### config.mk
export PLATFORM = sky130hd
export DESIGN_NAME = bitwise_gate_unit_flat
export DESIGN_NICKNAME = d
export VERILOG_FILES = /design/src/rtl/bitwise_gate_unit_if.sv /design/src/rtl/bitwise_gate_unit.sv /design/src/flat_wrapper.sv
export SDC_FILE = /design/constraint.sdc
export NUM_CORES = 1
export LEC_CHECK = 0
export CORE_MARGIN = 3
export CORE_UTILIZATION = 50
export DETAILED_ROUTE_END_ITERATION = 8
export PLACE_DENSITY = 0.88
export SLEW_MARGIN = 20
export SYNTH_ARGS = -nofsm -noshare
export SYNTH_HDL_FRONTEND = slang
export SYNTH_SLANG_ARGS = --single-unit
### constraint.sdc
create_clock -name clk -period 2.6 [get_ports clk]
set_input_delay 0.52 -clock clk [delete_from_list [all_inputs] [get_ports clk]]
set_output_delay 0.52 -clock clk [all_outputs]
set_load 0.05 [all_outputs]
### src/rtl/bitwise_gate_unit_if.sv
// rtl/bitwise_gate_unit_if.sv - handshake bundle for bitwise_gate_unit; GATE_ACCUM_EN adds acc_clr
interface bitwise_gate_unit_if #(
  parameter int WIDTH  = 8,
  parameter int NUM_IN = 2
);
  logic                    in_valid;
  logic                    in_ready;
  logic [NUM_IN*WIDTH-1:0] in_data;
  logic [2:0]              mode;
  logic                    out_valid;
  logic                    out_ready;
  logic [WIDTH-1:0]        out_data;
  logic                    out_any;
`ifdef GATE_ACCUM_EN
  logic                    acc_clr;

  modport master (
    output in_valid, in_data, mode, out_ready, acc_clr,
    input  in_ready, out_valid, out_data, out_any
  );
  modport slave (
    input  in_valid, in_data, mode, out_ready, acc_clr,
    output in_ready, out_valid, out_data, out_any
  );
`else
  modport master (
    output in_valid, in_data, mode, out_ready,
    input  in_ready, out_valid, out_data, out_any
  );
  modport slave (
    input  in_valid, in_data, mode, out_ready,
    output in_ready, out_valid, out_data, out_any
  );
`endif
endinterface

### src/rtl/bitwise_gate_unit.sv
// rtl/bitwise_gate_unit.sv - registered NUM_IN-operand bitwise gate with 2-entry skid buffer
// Optional accumulate modes 6/7 enabled by GATE_ACCUM_EN.
module bitwise_gate_unit #(
  parameter int WIDTH  = 8,
  parameter int NUM_IN = 2
) (
  input  logic                clk,
  input  logic                rst_n,
  bitwise_gate_unit_if.slave  bus
);

  // State encoding is {a_valid, b_valid}, so handshake outputs are plain state bits.
  typedef enum logic [1:0] {
    EMPTY = 2'b00,
    ONE   = 2'b10,
    FULL  = 2'b11
  } state_t;

  state_t           state, state_nxt;
  logic [WIDTH-1:0] a_data, b_data;
  logic             a_any, b_any;
  logic [WIDTH-1:0] or_r, and_r, xor_r, result;
  logic             accept, drain;
  logic             load_a_new, load_b_new, move_b;

  assign bus.in_ready  = ~state[0];
  assign bus.out_valid = state[1];
  assign bus.out_data  = a_data;
  assign bus.out_any   = a_any;

  assign accept = bus.in_valid & ~state[0];
  assign drain  = state[1] & bus.out_ready;

  always_comb begin
    or_r  = '0;
    and_r = '1;
    xor_r = '0;
    for (int k = 0; k < NUM_IN; k++) begin
      or_r  = or_r  | bus.in_data[k*WIDTH +: WIDTH];
      and_r = and_r & bus.in_data[k*WIDTH +: WIDTH];
      xor_r = xor_r ^ bus.in_data[k*WIDTH +: WIDTH];
    end
  end

`ifdef GATE_ACCUM_EN
  logic [WIDTH-1:0] acc, acc_eff;

  // acc_clr in the accepting cycle makes the accumulate start from zero.
  assign acc_eff = bus.acc_clr ? '0 : acc;

  always_ff @(posedge clk or negedge rst_n) begin
    if (!rst_n) begin
      acc <= '0;
    end else if (accept && bus.mode[2:1] == 2'b11) begin
      acc <= result;
    end else if (bus.acc_clr) begin
      acc <= '0;
    end
  end
`endif

  always_comb begin
    result = '0;
    case (bus.mode)
      3'd0: result = or_r;
      3'd1: result = and_r;
      3'd2: result = xor_r;
      3'd3: result = ~or_r;
      3'd4: result = ~and_r;
      3'd5: result = ~xor_r;
`ifdef GATE_ACCUM_EN
      3'd6: result = or_r | acc_eff;
      3'd7: result = xor_r ^ acc_eff;
`else
      3'd6: result = '0;
      3'd7: result = '0;
`endif
      default: result = '0;
    endcase
  end

  always_ff @(posedge clk or negedge rst_n) begin
    if (!rst_n) begin
      state <= EMPTY;
    end else begin
      state <= state_nxt;
    end
  end

  always_comb begin
    state_nxt  = state;
    load_a_new = 1'b0;
    load_b_new = 1'b0;
    move_b     = 1'b0;
    case (state)
      EMPTY: begin
        if (accept) begin
          state_nxt  = ONE;
          load_a_new = 1'b1;
        end
      end
      ONE: begin
        if (accept && drain) begin
          load_a_new = 1'b1;
        end else if (accept) begin
          state_nxt  = FULL;
          load_b_new = 1'b1;
        end else if (drain) begin
          state_nxt  = EMPTY;
        end
      end
      FULL: begin
        if (drain) begin
          state_nxt = ONE;
          move_b    = 1'b1;
        end
      end
      default: state_nxt = EMPTY;
    endcase
  end

  always_ff @(posedge clk or negedge rst_n) begin
    if (!rst_n) begin
      a_data <= '0;
      a_any  <= 1'b0;
      b_data <= '0;
      b_any  <= 1'b0;
    end else begin
      if (load_a_new) begin
        a_data <= result;
        a_any  <= |result;
      end else if (move_b) begin
        a_data <= b_data;
        a_any  <= b_any;
      end
      if (load_b_new) begin
        b_data <= result;
        b_any  <= |result;
      end
    end
  end

endmodule

### src/flat_wrapper.sv
// flat-port wrapper written by rule: the top's interface ports become plain ports
module bitwise_gate_unit_flat 
#(
  parameter int WIDTH  = 8,
  parameter int NUM_IN = 2
)
  (clk, rst_n, bus_in_valid, bus_in_data, bus_mode, bus_out_ready, bus_in_ready, bus_out_valid, bus_out_data, bus_out_any);
  bitwise_gate_unit_if #(.WIDTH(WIDTH), .NUM_IN(NUM_IN)) bus_i ();
  input  logic clk;
  input  logic rst_n;
  input wire logic [$bits(bus_i.in_valid)-1:0] bus_in_valid;
  input wire logic [$bits(bus_i.in_data)-1:0] bus_in_data;
  input wire logic [$bits(bus_i.mode)-1:0] bus_mode;
  input wire logic [$bits(bus_i.out_ready)-1:0] bus_out_ready;
  output wire logic [$bits(bus_i.in_ready)-1:0] bus_in_ready;
  output wire logic [$bits(bus_i.out_valid)-1:0] bus_out_valid;
  output wire logic [$bits(bus_i.out_data)-1:0] bus_out_data;
  output wire logic [$bits(bus_i.out_any)-1:0] bus_out_any;
  assign bus_i.in_valid = bus_in_valid;
  assign bus_i.in_data = bus_in_data;
  assign bus_i.mode = bus_mode;
  assign bus_i.out_ready = bus_out_ready;
  assign bus_in_ready = bus_i.in_ready;
  assign bus_out_valid = bus_i.out_valid;
  assign bus_out_data = bus_i.out_data;
  assign bus_out_any = bus_i.out_any;
  bitwise_gate_unit #(.WIDTH(WIDTH), .NUM_IN(NUM_IN)) u_core (.clk(clk), .rst_n(rst_n), .bus(bus_i));
endmodule
==> out/results.txt <==
Mapped Nets: 244
Compound-Gate Fraction of Synth Area: 21.8%
crit path capture type: flop
Hold Path Class: flop to flop
Final Hold Vio Count: 0
Slew Limit Fails: 0
initial antenna violation count: 0
Yosys warnings: 0
leakage: 1.04 nW
DR vias/cell: 5.44
Routed Antenna Nets: 0
switching pwr: 0.795 mW
largest family of logic cells by synthesized area: compound AO/OA/AOI/OAI gates
ys flop type: dfrtp_1
number of distinct library cells after synthesis: 36
EDFF count, synth: 0
status: finished clean
Die Y: 65.1 µm
first-pass GRT wire length: 6.11 mm
CORE AREA: 3180 µm²
sw frac: 43.3%
GRT Residual Overflow: 0
Setup CP Type: primary input to flop
via count: 1567
final WL: 3.56 mm
Post-CTS Setup Bufs: 0
sequential fraction of the synthesis area: 28.7%
Seq pwr share: 29.3%
final setup TNS: 0 ps
Synth Instances: 201
ys async rst share: 100%
# rows: 20
startpoint types: primary input
clock share of power: 13.7%
CP Data Required Time: 2800 ps
CTS tree: done
DRT Pass-1 Iters: 5
design area: 2240 µm²
Worst Path Arrival: 2520 ps
CTS root buffer: clkbuf_4
crit-path max FO: 3
CTS H-tree lvls: 1
# IOs: 34
pwr dens: 818 nW/µm²
First DRT Iteration DRCs: 96
die width: 65.1 µm
post-cts resize count: 0
worst-margin pin slew: 516 ps
TritonCTS Buffers: 3
Synth Area in Adders: 14.3%
GPL Wtd Cong: 0.795
per-cell routed wire length: 12.4 µm
residual DRC count: 0
Setup Viol. Count Final: 0
CTS Sinks: 20
synthesized cell area: 1750 µm²
post-DP HPWL: 2.90 mm
share of cells above drive strength 1: 13.9%
largest net degree at the start of global routing: 22
XOR/XNOR Fraction of Synth Area: 0.502%
worst rel slew slack: 65.5%
antenna cells: 0
placed inst area: 2190 µm²
gr usage total: 18.1%
Pint: 1.04 mW
clock skew: 12.0 ps
quantity of I/O buffers inserted on ports: 33
Max-Cap Viols: 0
Area Overhead vs Synth: 28.5%
Area contributors post-synth: dfrtp_1 29%, ha_1 14%, mux2_2 6.5%
Die ar.: 4240 µm²
fin nets: 288
post-synth top area cell: dfrtp_1
pre-CTS setup slack: -57.9 ps
vias in the first global route: 1430
post-synthesis mux area share: 11.6%
power share of the combinational group: 57.0%
Post-Synth Simple-Gate Area: 14.8%
#FFs+latches synth: 20
top cell type's share of synthesized area: 28.7%
Core Util, Final: 70.6%
Clock transition at path regs: 120 ps
Commonest cells post-synth: 20 x dfrtp_1, 20 x ha_1, 20 x inv_1, 20 x nand2_1, 17 x nor2_1
RSZ-0062 raised after global routing: no
Final min period: 2320 ps
Mean Syn Cell Area: 8.68 µm²
fmax: 0.432 GHz
WHS: 491 ps
Peak VDD IR: 0.304 mV
Final WS setup: 285 ps
ratio of final minimum period to clock period: 89.0%
starting density of the core: 54.9%
CTS max path bufs: 2
Hold Buf Count CTS: 0
Worst-Skew Late Latency: 300 ps
## worst paths after layout
kind / slack (ps) / from / cells after the start / end
hold / removal: 490 / u_core.b_data[5] / 2 / u_core.b_data[5]
setup / recovery: 280 / bus_in_data[0] / 9 / u_core.b_any
min in group asynchronous: 530 / rst_n / 2 / u_core.b_data[3]
max in group asynchronous: 1860 / rst_n / 2 / u_core.b_data[2]
setup reg to reg: 780 / u_core.state[1] / 4 / u_core.bus.out_any
hold reg to reg: 490 / u_core.b_data[5] / 2 / u_core.b_data[5]
## power by group through the flow
stage | clock network (mW) | registers (mW) | logic, mW
finish | 0.251 | 0.538 | 1.05
floorplan | 0 | 0.771 | 0.479
CTS | 0.253 | 0.540 | 1.05
global placement | 0 | 0.536 | 1.01
global route | 0.269 | 0.561 | 1.13
detailed placement | 0 | 0.548 | 1.05
## registers in the layout (all words and copies together), names as in the netlist
register and count:
u_core.b_any 1, u_core.b_data 8, u_core.bus.out_any 1, u_core.bus.out_data 8
u_core.state 2
## layer usage
layer	share of wire [%]	track usage, %
met1	46	23.2
met2	47	30.3
met3	4.9	2.25
met4	2.6	8.55
met5	0	0
## layout by cell type, fill, tap and decap left out
cell type | Yosys | routed
o21ai_0 | 14 | 14
nand2b_1 | 6 | 6
o211ai_1 | 1 | 1
o22a_1 | 3 | 3
xor2_1 | 1 | 1
a2111oi_0 | 1 | 1
dfrtp_1 | 20 | 20
o221ai_1 | 3 | 3
a22oi_2 | 2 | 2
ha_1 | 20 | 20
bufinv_16 | 0 | 1
nor2b_1 | 8 | 8
a221oi_1 | 2 | 2
nor2_1 | 17 | 17
mux2_2 | 10 | 10
mux2i_1 | 6 | 6
o31ai_1 | 4 | 4
buf_4 | 1 | 14
nand3_1 | 3 | 3
a22o_1 | 1 | 1
a22oi_1 | 4 | 4
buf_12 | 1 | 1
nor3_1 | 1 | 1
a21oi_1 | 13 | 13
inv_1 | 20 | 20
mux2_4 | 2 | 2
o32a_2 | 1 | 1
nand4_1 | 2 | 2
o32a_1 | 3 | 3
a31oi_1 | 1 | 1
clkinv_1 | 1 | 1
o41a_1 | 1 | 1
o22ai_1 | 1 | 1
clkdlybuf4s50_1 | 0 | 33
clkbuf_4 | 0 | 3
nand2_1 | 20 | 20
## stage by stage
step,cells,total power [mW]
floorplan,201,1.25
global placement,284,1.55
detailed placement,284,1.60
CTS,288,1.84
global route,288,1.96
finish,288,1.83
## cell type report
class | count | area [µm²]
clock inverters | 1 | 30.0
well taps | 44 | 55.1
multi-input cells | 151 | 1100
repair buffers | 48 | 455
fillers | 255 | 935
flip-flops and latches | 20 | 500
clock buffers | 3 | 22.5
inverters | 21 | 78.8
## worst max-delay path, cell delays in order
cell	delay, ps
clkdlybuf4s50_1	480
inv_1	50
ha_1	300
mux2_4	280
a22oi_2	140
o31ai_1	120
nor2_1	110
nand4_1	120
o41a_1	390
## cell families after synthesis
logic type | count (synthesis)
compound gates | 55
xor+xnor | 1
fa+ha+maj | 20
buf+inv | 30
flops | 20
mux | 18
simple gates | 57
No activity file was read; power rests on OpenSTA's default activity.
